## src/rtl/water_cycle_sequencer_if.sv

```systemverilog
// Sequencer bus: command/sensor inputs and actuator/status outputs of the
// fill/soak/drain sequencer. The controller side drives the inputs and the
// sequencer side drives the outputs.
interface water_cycle_sequencer_if;
  logic       start;
  logic       clear_fault;
  logic [9:0] water_level_sensor;
  logic       flow_error;
  logic       fill_valve;
  logic       drain_pump;
  logic       monitor_mode;
  logic       monitor_rst;
  logic       busy;
  logic       done;
  logic       fault;
  logic [1:0] fault_code;
  logic [2:0] state;

  modport master (
    output start, clear_fault, water_level_sensor, flow_error,
    input  fill_valve, drain_pump, monitor_mode, monitor_rst,
           busy, done, fault, fault_code, state
  );

  modport slave (
    input  start, clear_fault, water_level_sensor, flow_error,
    output fill_valve, drain_pump, monitor_mode, monitor_rst,
           busy, done, fault, fault_code, state
  );
endinterface

```

## src/rtl/water_cycle_sequencer.sv

```systemverilog
// Fill/soak/drain sequencer placed upstream of the water flow monitor.
// All outputs are decoded from the next state and registered, so the
// actuators change only on a clock edge (or drop at once on reset).
module water_cycle_sequencer #(
  parameter int FILL_TARGET     = 600,
  parameter int DRAIN_TARGET    = 30,
  parameter int SOAK_TICKS      = 10,
  parameter int MAX_PHASE_TICKS = 100
) (
  input  logic                    clk,
  input  logic                    reset,
  water_cycle_sequencer_if.slave  bus
);

  typedef enum logic [2:0] {
    S_IDLE  = 3'd0,
    S_FILL  = 3'd1,
    S_SOAK  = 3'd2,
    S_DRAIN = 3'd3,
    S_DONE  = 3'd4,
    S_FAULT = 3'd5
  } state_e;

  localparam logic [9:0]  FILL_LVL   = 10'(FILL_TARGET);
  localparam logic [9:0]  DRAIN_LVL  = 10'(DRAIN_TARGET);
  localparam logic [15:0] SOAK_LAST  = 16'(SOAK_TICKS - 1);
  localparam logic [15:0] PHASE_LAST = 16'(MAX_PHASE_TICKS - 1);

  localparam logic [1:0] CODE_NONE    = 2'b00;
  localparam logic [1:0] CODE_FLOW    = 2'b01;
  localparam logic [1:0] CODE_TIMEOUT = 2'b10;

  state_e      state_q, state_d;
  logic [1:0]  code_q, code_d;
  logic [15:0] cnt_q;
  logic        fill_q, drain_q, mode_q, mrst_q, busy_q, done_q, fault_q;
  logic        mrst_d;

  // Next-state and fault-code selection; target beats error beats timeout.
  // The monitor error is only trusted once the monitor is out of reset,
  // i.e. from the second cycle of a FILL or DRAIN phase.
  always_comb begin
    state_d = state_q;
    code_d  = code_q;
    case (state_q)
      S_IDLE: begin
        if (bus.start) state_d = S_FILL;
      end
      S_FILL: begin
        if (bus.water_level_sensor >= FILL_LVL) begin
          state_d = S_SOAK;
        end else if (bus.flow_error && !mrst_q) begin
          state_d = S_FAULT;
          code_d  = CODE_FLOW;
        end else if (cnt_q == PHASE_LAST) begin
          state_d = S_FAULT;
          code_d  = CODE_TIMEOUT;
        end
      end
      S_SOAK: begin
        if (cnt_q == SOAK_LAST) state_d = S_DRAIN;
      end
      S_DRAIN: begin
        if (bus.water_level_sensor <= DRAIN_LVL) begin
          state_d = S_DONE;
        end else if (bus.flow_error && !mrst_q) begin
          state_d = S_FAULT;
          code_d  = CODE_FLOW;
        end else if (cnt_q == PHASE_LAST) begin
          state_d = S_FAULT;
          code_d  = CODE_TIMEOUT;
        end
      end
      S_DONE: begin
        state_d = S_IDLE;
      end
      S_FAULT: begin
        if (bus.clear_fault) state_d = S_IDLE;
      end
      default: begin
        state_d = S_IDLE;
      end
    endcase
    // The code is only meaningful in FAULT; leaving through IDLE wipes it.
    if (state_d == S_IDLE) code_d = CODE_NONE;
  end

  // Monitor is held in reset everywhere except after the first cycle of a
  // FILL or DRAIN phase, so it starts each active phase from a clean slate.
  always_comb begin
    mrst_d = 1'b1;
    if ((state_d == S_FILL || state_d == S_DRAIN) && state_d == state_q)
      mrst_d = 1'b0;
  end

  // State, phase counter and registered output decode of the next state.
  always_ff @(posedge clk or negedge reset) begin
    if (!reset) begin
      state_q <= S_IDLE;
      code_q  <= CODE_NONE;
      cnt_q   <= '0;
      fill_q  <= 1'b0;
      drain_q <= 1'b0;
      mode_q  <= 1'b1;
      mrst_q  <= 1'b1;
      busy_q  <= 1'b0;
      done_q  <= 1'b0;
      fault_q <= 1'b0;
    end else begin
      state_q <= state_d;
      code_q  <= code_d;
      if (state_d != state_q)  cnt_q <= '0;
      else if (cnt_q != '1)    cnt_q <= cnt_q + 16'd1;
      // FILL and DRAIN are never adjacent, so these two never overlap.
      fill_q  <= (state_d == S_FILL);
      drain_q <= (state_d == S_DRAIN);
      mode_q  <= (state_d != S_DRAIN);
      mrst_q  <= mrst_d;
      busy_q  <= (state_d == S_FILL) || (state_d == S_SOAK) || (state_d == S_DRAIN);
      done_q  <= (state_d == S_DONE);
      fault_q <= (state_d == S_FAULT);
    end
  end

  assign bus.fill_valve   = fill_q;
  assign bus.drain_pump   = drain_q;
  assign bus.monitor_mode = mode_q;
  assign bus.monitor_rst  = mrst_q;
  assign bus.busy         = busy_q;
  assign bus.done         = done_q;
  assign bus.fault        = fault_q;
  assign bus.fault_code   = code_q;
  assign bus.state        = state_q;

endmodule

```

## src/flat_wrapper.sv

```systemverilog
// flat-port wrapper written by rule: the top's interface ports become plain ports
module water_cycle_sequencer_flat 
#(
  parameter int FILL_TARGET     = 600,
  parameter int DRAIN_TARGET    = 30,
  parameter int SOAK_TICKS      = 10,
  parameter int MAX_PHASE_TICKS = 100
)
  (clk, reset, bus_start, bus_clear_fault, bus_water_level_sensor, bus_flow_error, bus_fill_valve, bus_drain_pump, bus_monitor_mode, bus_monitor_rst, bus_busy, bus_done, bus_fault, bus_fault_code, bus_state);
  water_cycle_sequencer_if bus_i ();
  input  logic clk;
  input  logic reset;
  input wire logic [$bits(bus_i.start)-1:0] bus_start;
  input wire logic [$bits(bus_i.clear_fault)-1:0] bus_clear_fault;
  input wire logic [$bits(bus_i.water_level_sensor)-1:0] bus_water_level_sensor;
  input wire logic [$bits(bus_i.flow_error)-1:0] bus_flow_error;
  output wire logic [$bits(bus_i.fill_valve)-1:0] bus_fill_valve;
  output wire logic [$bits(bus_i.drain_pump)-1:0] bus_drain_pump;
  output wire logic [$bits(bus_i.monitor_mode)-1:0] bus_monitor_mode;
  output wire logic [$bits(bus_i.monitor_rst)-1:0] bus_monitor_rst;
  output wire logic [$bits(bus_i.busy)-1:0] bus_busy;
  output wire logic [$bits(bus_i.done)-1:0] bus_done;
  output wire logic [$bits(bus_i.fault)-1:0] bus_fault;
  output wire logic [$bits(bus_i.fault_code)-1:0] bus_fault_code;
  output wire logic [$bits(bus_i.state)-1:0] bus_state;
  assign bus_i.start = bus_start;
  assign bus_i.clear_fault = bus_clear_fault;
  assign bus_i.water_level_sensor = bus_water_level_sensor;
  assign bus_i.flow_error = bus_flow_error;
  assign bus_fill_valve = bus_i.fill_valve;
  assign bus_drain_pump = bus_i.drain_pump;
  assign bus_monitor_mode = bus_i.monitor_mode;
  assign bus_monitor_rst = bus_i.monitor_rst;
  assign bus_busy = bus_i.busy;
  assign bus_done = bus_i.done;
  assign bus_fault = bus_i.fault;
  assign bus_fault_code = bus_i.fault_code;
  assign bus_state = bus_i.state;
  water_cycle_sequencer #(.FILL_TARGET(FILL_TARGET), .DRAIN_TARGET(DRAIN_TARGET), .SOAK_TICKS(SOAK_TICKS), .MAX_PHASE_TICKS(MAX_PHASE_TICKS)) u_core (.clk(clk), .reset(reset), .bus(bus_i));
endmodule
```

## config.mk

```make
export PLATFORM = sky130hd
export DESIGN_NAME = water_cycle_sequencer_flat
export DESIGN_NICKNAME = d
export VERILOG_FILES = /design/src/rtl/water_cycle_sequencer_if.sv /design/src/rtl/water_cycle_sequencer.sv /design/src/flat_wrapper.sv
export SDC_FILE = /design/constraint.sdc
export NUM_CORES = 1
export LEC_CHECK = 0
export ABC_CLOCK_PERIOD_IN_PS = 2200
export BUFFER_PORTS_ARGS = -buffer_cell sky130_fd_sc_hd__buf_2
export CORE_MARGIN = 1
export CORE_UTILIZATION = 56
export CTS_CLUSTER_SIZE = 40
export DETAILED_ROUTE_END_ITERATION = 10
export GPL_TIMING_DRIVEN = 0
export PLACE_DENSITY = 0.79
export SLEW_MARGIN = 20
export SYNTH_ARGS = -nofsm -noshare
export SYNTH_HDL_FRONTEND = slang
export SYNTH_SLANG_ARGS = --single-unit
export TNS_END_PERCENT = 5
```

## constraint.sdc

```tcl
create_clock -name clk -period 2.2 [get_ports clk]
set_clock_uncertainty 0.15 [all_clocks]
set_input_delay 0 -clock clk [delete_from_list [all_inputs] [get_ports clk]]
set_output_delay 0 -clock clk [all_outputs]
set_load 0.02 [all_outputs]
```

==> flow_metrics.env, run 1 <==
export IMPL_place_area_um2=1890
export IMPL_synth_edf_count=0
export IMPL_reg2reg_slack_ns=0.07
export IMPL_total_power_w=0.00199
export IMPL_wirelength_um=3580
export IMPL_antenna_cells=0
export IMPL_regArea_um2=703
export IMPL_clk_latency_ns=0.33
export IMPL_fp_dieW_um=57.4
export IMPL_drc=5
export IMPL_period_share_pct=97.0
export IMPL_critPathRequiredTime_ns=2.29
export IMPL_rsz0062_at_grt="false"
export IMPL_end_kind="flip-flop"
export IMPL_drt_pass1_iter_count=7
export IMPL_status="finished with violations"
export IMPL_port_buffers=26
export IMPL_dpl_cell_count=224
export IMPL_place_gp_congestion=0.889
export IMPL_synthFlopType="dfrtp_1"
export IMPL_yosysSeqAreaShare_pct=40.8
export IMPL_crit_path_start_kind="flip-flop"
export IMPL_core_area_um2=2830
export IMPL_synth_cell_types=58
export IMPL_syn_cell_area_um2=1720
export IMPL_design_area_um2=2010
export IMPL_syn_num_nets=184
export IMPL_multiInputGateArea_um2=950
export IMPL_p_leak_nw=0.880
export IMPL_wl_per_cell_um=15.4
export IMPL_period_minus_slack_ns=2.13
export IMPL_peakVddDrop_mv=0.603
export IMPL_num_vias=1405
export IMPL_io_pin_count=27
export IMPL_setup_viol=0
export IMPL_cts_max_level=1
export IMPL_worstPathArrival_ns=2.22
export IMPL_first_global_vias=1325
export IMPL_final_cell_mix="27 x buf_2, 26 x dfrtp_1, 22 x nor2_1"
export IMPL_hold_viol=0
export IMPL_rows=19
export IMPL_power_density_nw_per_um2=993
export IMPL_areaGrowthSynthToFinish_pct=16.5
export IMPL_criticalPathCategory="reg2reg"
export IMPL_clk_pin_slew_ns=0.15
export IMPL_hold_class="in2reg"
export IMPL_nets=220
export IMPL_grt_total_usage_pct=22.2
export IMPL_drtIter0Drc=114
export IMPL_synth_area_per_cell_um2=10.3
export IMPL_synth_async_reset_ratio_pct=100
export IMPL_vias_per_cell=6.03
export IMPL_maxSlewViolCount=0
export IMPL_maxCapViolCount=0
export IMPL_cts_root_buf="clkbuf_4"
export IMPL_fmax_mhz=469
export IMPL_finalSetupTns_ns=0
export IMPL_dp_hpwl_um=2480
export IMPL_final_common_cell="buf_2"
export IMPL_yosysTopAreaCell="dfrtp_1"
export IMPL_fill_cells=208
export IMPL_clockBufferDepth=2
export IMPL_grt_first_pass_wirelength_um=5730
export IMPL_slew_headroom_pct=58.0
export IMPL_grt_max_degree=29
export IMPL_antenna_found_initial=0
export IMPL_instances_no_fill=233
export IMPL_violations="design-rule violations"
export IMPL_worst_pin_slew_ns=0.630
export IMPL_synth_top_cells_by_area="dfrtp_1 38%, xnor2_1 5.6%, nor2_1 4.8%"
export IMPL_fp_dieH_um=57.4
export IMPL_crit_fanout=5
export IMPL_ant_nets=0
export IMPL_cts_sinks=28
export IMPL_synth_top_cell_area_share_pct=37.8
export IMPL_drive_above_1_share_pct=30.2
export IMPL_yosys_warnings=0
export IMPL_tritoncts="built"
export IMPL_die_area_um2=3300
export IMPL_start_util_pct=60.9
export IMPL_grt_ovfl_total=0
export IMPL_syn_inst=167
export IMPL_cts_made_buffers=3
export IMPL_ys_ff_latch=28
## registers in the layout (all words and copies together) (netlist names)
| signal | flops |
|---|---|
| u_core.bus.fault | 1 |
| u_core.bus.busy | 1 |
| u_core.cnt_q | 16 |
| u_core.bus.monitor_mode | 1 |
| u_core.bus.monitor_rst | 1 |
| u_core.bus.state | 3 |
| u_core.bus.drain_pump | 1 |
| u_core.bus.fault_code | 2 |
| u_core.bus.fill_valve | 1 |
| u_core.bus.done | 1 |
## area by class of cell
class | count | area share [%]
Clock inverter | 1 | 1.50
Sequential cell | 28 | 35.1
Timing Repair Buffer | 31 | 8.61
Multi-Input combinational cell | 127 | 47.3
Clock buffer | 3 | 1.12
Buffer | 6 | 3.31
Inverter | 6 | 1.12
Tap cell | 31 | 1.93
## critical path, cell delays in order, from the launching register on
cell and delay [ns]:
dfrtp_1 0.46, nor4_1 0.49, and4_4 0.36, nor3_1 0.07, o311a_4 0.34, and3b_1 0.19
## final timing paths
kind | from | to | depth (start not counted)
worst max-delay path | u_core.cnt_q[13]$_DFFE_PN0P_ | u_core.bus.drain_pump$_DFF_PN0_ | 5
worst min-delay path | bus_flow_error | u_core.bus.fault_code[0]$_DFFE_PN0P_ | 4
worst max register to register | u_core.cnt_q[13]$_DFFE_PN0P_ | u_core.bus.drain_pump$_DFF_PN0_ | 5
worst min register to register | u_core.bus.fault_code[0]$_DFFE_PN0P_ | u_core.bus.fault_code[0]$_DFFE_PN0P_ | 2
max in group asynchronous | reset | u_core.cnt_q[13]$_DFFE_PN0P_ | 2
min in group asynchronous | reset | u_core.bus.done$_DFF_PN0_ | 2
## cells in the mapped netlist (3+ instances only)
library cell	n
xnor2_1	11
nor2b_1	3
nand2_1	9
nor3_1	10
nor2_1	22
dfrtp_1	26
nor4_1	4
nand3_1	8
nand4_1	3
buf_6	3
inv_1	6
a21oi_1	4
a211oi_1	4
## stage by stage
step / setup slack [ns] / hold WS, ns / util, %
2_1_floorplan: 0.280 / -0.446 / -
3_3_place_gp: 0.161 / -0.108 / 66.8
3_5_place_dp: 0.100 / -0.101 / 66.8
4_1_cts: 0.0458 / 0.00612 / 69.4
5_1_grt: 0.00925 / 0.0421 / 70.9
6_report: 0.0662 / 0.0149 / 70.9
## logic make-up (layout without fill, tap and decap cells)
logic type / Yosys count / in the layout / share of synthesized area (%)
multiplexers: 1 / 1 / 0.581
XOR/XNOR: 12 / 12 / 6.10
AO/OA/AOI/OAI: 27 / 27 / 15.3
buffers and inverters: 12 / 47 / 5.16
adder cells (fa/ha/maj): 2 / 2 / 1.45
flip-flops: 28 / 28 / 40.8
AND/OR/NAND/NOR: 85 / 85 / 30.6
## metal layers
layer | part of all wire, % | up-vias | track usage, % | routed length (um)
li1 | - | 680 | - | -
met1 | 41 | 674 | 26.7 | 1460
met2 | 54 | 47 | 41.0 | 1940
met3 | 4.5 | 4 | 3.40 | 161
met4 | 0.61 | 0 | 5.92 | 22
met5 | 0 | - | 0 | 0
## repair_timing
item / CTS / global route
setup buffers: 0 / 3
setup endpoints to repair: 0 / 14
hold buffers: 2 / 0
hold endpoints to repair: 29 / 0
gates resized for setup: 0 / 3
## power breakdown
group / internal (W) / switching (W)
clock network: 0.000184 / 0.000155
registers: 0.000628 / 0.0000797
logic: 0.000404 / 0.000540
No activity file was read; power rests on OpenSTA's default activity.
==> run 2, diff against run 1 <==
--- a/config.mk
+++ b/config.mk
@@ -12,7 +12,7 @@
 export CTS_CLUSTER_SIZE = 40
 export DETAILED_ROUTE_END_ITERATION = 10
 export GPL_TIMING_DRIVEN = 0
-export PLACE_DENSITY = 0.79
+export PLACE_DENSITY = 0.89
 export SLEW_MARGIN = 20
 export SYNTH_ARGS = -nofsm -noshare
 export SYNTH_HDL_FRONTEND = slang
==> run 2 against run 1 <==
  * The flow still finishes with violations (design-rule violations)
  * Sequential cell count unchanged
  * Clock power down 1%
  * Via count up 2.5%
  * Non-clock buffer count down 3
  * Sequential share of layout area up 0.51 points
  * Total power up 1.0%
  * Utilization down 1.0 points
  * Highest routed layer unchanged
  * Fmax up 0.64%
  * First-iteration DRC count down 49%
==> flow_metrics.env, run 2 (synthesis gave the netlist of run 1 again) <==
export IMPL_cts_sinks=28
export IMPL_crit_path_start_kind="flip-flop"
export IMPL_worst_pin_slew_ns=0.625
export IMPL_antenna_cells=0
export IMPL_power_density_nw_per_um2=1020
export IMPL_drt_pass1_iter_count=7
export IMPL_period_minus_slack_ns=2.12
export IMPL_drtIter0Drc=58
export IMPL_dpl_cell_count=224
export IMPL_slew_headroom_pct=58.4
export IMPL_peakVddDrop_mv=0.489
export IMPL_port_buffers=26
export IMPL_tritoncts="built"
export IMPL_grt_first_pass_wirelength_um=6090
export IMPL_critPathRequiredTime_ns=2.32
export IMPL_rsz0062_at_grt="true"
export IMPL_cts_max_level=1
export IMPL_rows=19
export IMPL_hold_ws_ns=0.0223
export IMPL_finalSetupTns_ns=0
export IMPL_num_vias=1440
export IMPL_dp_hpwl_um=2680
export IMPL_grt_ovfl_total=0
export IMPL_io_pin_count=27
export IMPL_grt_total_usage_pct=23.6
export IMPL_ant_nets=0
export IMPL_fp_dieW_um=57.4
export IMPL_wirelength_um=3740
export IMPL_areaGrowthSynthToFinish_pct=14.8
export IMPL_status="finished with violations"
export IMPL_fmax_mhz=472
export IMPL_clockBufferDepth=2
export IMPL_crit_fanout=10
export IMPL_cts_root_buf="clkbuf_4"
export IMPL_fill_cells=219
export IMPL_drc=4
export IMPL_hold_viol=0
export IMPL_maxCapViolCount=0
export IMPL_vias_per_cell=6.26
export IMPL_grt_max_degree=29
export IMPL_drive_above_1_share_pct=28.6
export IMPL_fp_dieH_um=57.4
export IMPL_start_util_pct=60.9
export IMPL_criticalPathCategory="reg2reg"
export IMPL_largest_reg_flops=16
export IMPL_final_common_cell="buf_2"
export IMPL_clk_latency_ns=0.32
export IMPL_regMostFlops="u_core.cnt_q"
export IMPL_nets=217
export IMPL_cts_made_buffers=3
export IMPL_worstPathArrival_ns=2.24
export IMPL_instances_no_fill=230
export IMPL_cts_setup_buffers=0
export IMPL_place_area_um2=1890
export IMPL_hold_class="in2reg"
export IMPL_antenna_found_initial=0
export IMPL_setup_viol=0
export IMPL_place_gp_congestion=0.904
export IMPL_violations="design-rule violations"
export IMPL_p_leak_nw=0.866
export IMPL_wl_per_cell_um=16.3
export IMPL_reg2reg_slack_ns=0.08
export IMPL_period_share_pct=96.4
export IMPL_end_kind="flip-flop"
export IMPL_design_area_um2=1980
export IMPL_die_area_um2=3300
export IMPL_clk_pin_slew_ns=0.15
export IMPL_final_cell_mix="27 x buf_2, 26 x dfrtp_1, 22 x nor2_1"
export IMPL_maxSlewViolCount=0
export IMPL_core_area_um2=2830
export IMPL_first_global_vias=1431
[run 2: cell count changes in the layout (fill, tap and decap cells not counted)]
cell	delta
buf_4	-3
nor4b_1	+1
nor4b_2	-1
[run 2: through the flow]
step	utilization, %	total power, W	setup WS, ns
final	69.9	0.00201	0.0798
after global routing	69.9	0.00212	-0.0240
after CTS	69.4	0.00200	0.0696
after detailed placement	66.8	0.00166	0.104
after global placement	66.8	0.00161	0.140
after floorplan	-	0.00141	0.280
[run 2: layout make-up]
class / count / area (um2) / area share, %
buffer: 6 / 66.3 / 3.35
clock buffer: 3 / 22.5 / 1.14
clock inverter: 1 / 30.0 / 1.52
inverter: 6 / 22.5 / 1.14
multi-input combinational: 127 / 943 / 47.7
sequential: 28 / 703 / 35.6
tap: 31 / 38.8 / 1.96
timing repair buffer: 28 / 150 / 7.59
[run 2: worst max-delay path, cell delays in order, from the launching register on]
cell      delay (ns)
dfrtp_1         0.46
ha_1            0.28
and4b_1         0.20
and4_4          0.21
a211oi_4        0.32
o21ai_4         0.14
buf_6           0.18
nor2_1          0.12
[run 2: power by group]
part / switching [W] / internal (W)
Sequential: 0.0000856 / 0.000628
Combinational: 0.000561 / 0.000403
Clock: 0.000150 / 0.000184
Total: 0.000797 / 0.00122
[run 2: worst paths after layout]
check,startpoint,endpoint,cells past startpoint
max reg2reg,u_core.cnt_q[0]$_DFFE_PN0P_,u_core.cnt_q[6]$_DFFE_PN0P_,7
max,u_core.cnt_q[0]$_DFFE_PN0P_,u_core.cnt_q[6]$_DFFE_PN0P_,7
min reg2reg,u_core.bus.fault_code[1]$_DFFE_PN0P_,u_core.bus.fault_code[1]$_DFFE_PN0P_,1
min,bus_flow_error,u_core.bus.fault_code[0]$_DFFE_PN0P_,4
min in group asynchronous,reset,u_core.cnt_q[7]$_DFFE_PN0P_,2
max in group asynchronous,reset,u_core.bus.fault_code[0]$_DFFE_PN0P_,2
[run 2: per-layer routing]
layer  vias up  track usage, %  routed length, um
li1        678               -                  -
met1       697            27.5               1450
met2        50            43.2               2000
met3        15            2.72                165
met4         0            10.5                119
met5         -               0                  0
[run 2: timing repair]
action	in CTS	in global routing
gates resized for setup	0	2
hold endpoints to repair	29	0
hold buffers	2	0
endpoints found under the setup margin	0	13
==> run 3, diff against run 2 <==
--- a/config.mk
+++ b/config.mk
@@ -5,14 +5,14 @@
 export SDC_FILE = /design/constraint.sdc
 export NUM_CORES = 1
 export LEC_CHECK = 0
-export ABC_CLOCK_PERIOD_IN_PS = 2200
+export ABC_CLOCK_PERIOD_IN_PS = 1700
 export BUFFER_PORTS_ARGS = -buffer_cell sky130_fd_sc_hd__buf_2
 export CORE_MARGIN = 1
-export CORE_UTILIZATION = 56
+export CORE_UTILIZATION = 45
 export CTS_CLUSTER_SIZE = 40
 export DETAILED_ROUTE_END_ITERATION = 10
 export GPL_TIMING_DRIVEN = 0
-export PLACE_DENSITY = 0.89
+export PLACE_DENSITY = 0.78
 export SLEW_MARGIN = 20
 export SYNTH_ARGS = -nofsm -noshare
 export SYNTH_HDL_FRONTEND = slang
==> constraint.sdc (replaced) <==
create_clock -name clk -period 1.7 [get_ports clk]
set_clock_uncertainty 0.15 [all_clocks]
set_input_delay 0 -clock clk [delete_from_list [all_inputs] [get_ports clk]]
set_output_delay 0 -clock clk [all_outputs]
set_load 0.02 [all_outputs]
==> run 3 against run 2 <==
  * The run ends with negative setup slack left
  * Final cell count rose by 13%
  * Largest power group unchanged
  * Fmax increased by 11%
  * Sequential share of layout area fell by 3.8 points
  * First-iteration DRC count up 3.4%
  * Largest cell class unchanged
  * Total power rose by 38%
  * Clock power rose by 24%
==> flow_metrics.env, run 3 (synthesis gave the netlist of run 1 again) <==
export IMPL_hold_depth=4
export IMPL_rsz0062_at_grt="true"
export IMPL_tritoncts="built"
export IMPL_grt_max_degree=29
export IMPL_cts_root_buf="clkbuf_8"
export IMPL_antenna_found_initial=0
export IMPL_first_global_vias=1420
export IMPL_num_vias=1460
export IMPL_fp_dieW_um=63.9
export IMPL_port_buffers=26
export IMPL_clockBufferDepth=2
export IMPL_setup_viol=27
export IMPL_place_gp_congestion=0.890
export IMPL_finalWorstSetupSlack_ns=-0.214
export IMPL_grt_total_usage_pct=20.1
export IMPL_whs_endpoint="u_core.bus.fault_code[0]$_DFFE_PN0P_"
export IMPL_cts_made_buffers=3
export IMPL_peakVddDrop_mv=0.935
export IMPL_final_core_util_pct=61.0
export IMPL_regMostFlops="u_core.cnt_q"
export IMPL_wirelength_um=4000
export IMPL_worst_pin_slew_ns=0.618
export IMPL_io_pin_count=27
export IMPL_slowest_delay_ns=0.46
export IMPL_violations="negative setup slack"
export IMPL_instances_no_fill=260
export IMPL_grt_ovfl_total=0
export IMPL_critPathRequiredTime_ns=1.73
export IMPL_worst_path_max_delay_cell="dfrtp_2"
export IMPL_dp_slack_ns=-0.394
export IMPL_design_area_um2=2230
export IMPL_dpl_cell_count=241
export IMPL_drc=0
export IMPL_cts_max_level=1
export IMPL_drtIter0Drc=60
export IMPL_crit_fanout=4
export IMPL_drive_above_1_share_pct=43.9
export IMPL_fp_dieH_um=63.9
export IMPL_cts_sinks=28
export IMPL_maxSlewViolCount=0
export IMPL_start_util_pct=47.0
export IMPL_hold_viol=0
export IMPL_hold_class="in2reg"
export IMPL_largest_reg_flops=16
export IMPL_path_cells="nor4_4 > and4_4 > nor3_1 > o311a_4 > and3b_1"
export IMPL_power_density_nw_per_um2=1250
export IMPL_place_area_um2=1920
export IMPL_clk_latency_ns=0.28
export IMPL_hp_start="bus_flow_error"
export IMPL_maxCapViolCount=0
export IMPL_period_share_pct=113
export IMPL_clk_pin_slew_ns=0.09
export IMPL_antenna_cells=0
export IMPL_r2r_end="u_core.bus.drain_pump$_DFF_PN0_"
export IMPL_drt_pass1_iter_count=4
export IMPL_p_leak_nw=0.953
export IMPL_criticalPathCategory="reg2reg"
export IMPL_dp_hpwl_um=2580
export IMPL_slew_headroom_pct=58.8
export IMPL_rows=22
export IMPL_period_minus_slack_ns=1.91
export IMPL_reg2reg_depth=5
export IMPL_ant_nets=0
export IMPL_final_common_cell="buf_2"
export IMPL_nets=230
export IMPL_reg2reg_slack_ns=-0.21
export IMPL_core_area_um2=3660
export IMPL_fmax_mhz=523
export IMPL_final_cell_mix="27 x buf_2, 21 x nor2_1, 20 x dfrtp_1"
export IMPL_worstPathArrival_ns=1.94
export IMPL_status="finished with violations"
export IMPL_wl_per_cell_um=15.4
export IMPL_grt_first_pass_wirelength_um=6350
export IMPL_areaGrowthSynthToFinish_pct=29.8
export IMPL_vias_per_cell=5.62
export IMPL_crit_path_start_kind="flip-flop"
export IMPL_end_kind="flip-flop"
export IMPL_r2r_start="u_core.cnt_q[10]$_DFFE_PN0P_"
export IMPL_die_area_um2=4080
[run 3: changes by cell type in the layout (fill, tap and decap cells not counted), sizes merged]
cell and delta:
buf +14, bufinv -1, clkbuf +1, dlygate4sd3 -1
[run 3: cell type report]
type                       instances  area [um2]
fill                             295        1430
multi-input combinational        127        1060
sequential                        28         711
timing repair buffer              42         268
tap                               48        60.1
clock buffer                       4        55.1
buffer                             5        55.1
inverter                           6        22.5
[run 3: critical path: cells and delay by family (launching register included)]
kind	cells	cell delay (ns)
simple gates	4	0.85
flops	1	0.46
compound gates	1	0.35
[run 3: through the flow]
stage / hold slack (ns) / TNS (ns) / total power [W]
3_5_place_dp: -0.105 / -7.94 / 0.00213
5_1_grt: 0.0897 / -6.40 / 0.00295
4_1_cts: 0.0726 / -5.45 / 0.00265
2_1_floorplan: -0.446 / -2.95 / 0.00183
3_3_place_gp: -0.107 / -7.75 / 0.00211
6_report: 0.0736 / -4.51 / 0.00279
[run 3: routing by layer]
metal / wire length (um) / GRT usage [%] / share of wire, %
met1: 1720 / 22.8 / 43
met2: 2070 / 37.2 / 52
met3: 156 / 4.64 / 3.9
met4: 58 / 5.40 / 1.4
met5: 0 / 0 / 0
[run 3: what timing repair did]
item	in CTS	in global routing
hold buffers	1	0
cloned	0	1
endpoints found under the setup margin	27	27
gates resized for setup	11	24
pin swaps	6	11
endpoints found under the hold margin	28	0
buffers inserted	10	4
[run 3: worst max path at each step]
stage / start / to / slack (ns) / cells past startpoint
2_1_floorplan: u_core.bus.state[0]$_DFF_PN0_ / u_core.cnt_q[2]$_DFFE_PN0P_ / -0.17 / 7
3_3_place_gp: u_core.cnt_q[13]$_DFFE_PN0P_ / u_core.cnt_q[2]$_DFFE_PN0P_ / -0.39 / 6
3_5_place_dp: u_core.cnt_q[13]$_DFFE_PN0P_ / u_core.cnt_q[8]$_DFFE_PN0P_ / -0.39 / 6
4_1_cts: u_core.cnt_q[1]$_DFFE_PN0P_ / u_core.bus.monitor_rst$_DFF_PN1_ / -0.26 / 7
5_1_grt: u_core.cnt_q[0]$_DFFE_PN0P_ / u_core.cnt_q[14]$_DFFE_PN0P_ / -0.30 / 8
6_report: u_core.cnt_q[10]$_DFFE_PN0P_ / u_core.bus.drain_pump$_DFF_PN0_ / -0.21 / 5
[run 3: power by group]
group	switching (W)	leakage (nW)	internal (W)	total [W]
combinational	0.000794	0.562	0.000657	0.00145
sequential	0.000104	0.362	0.000816	0.000920
clock	0.000208	0.0288	0.000208	0.000416
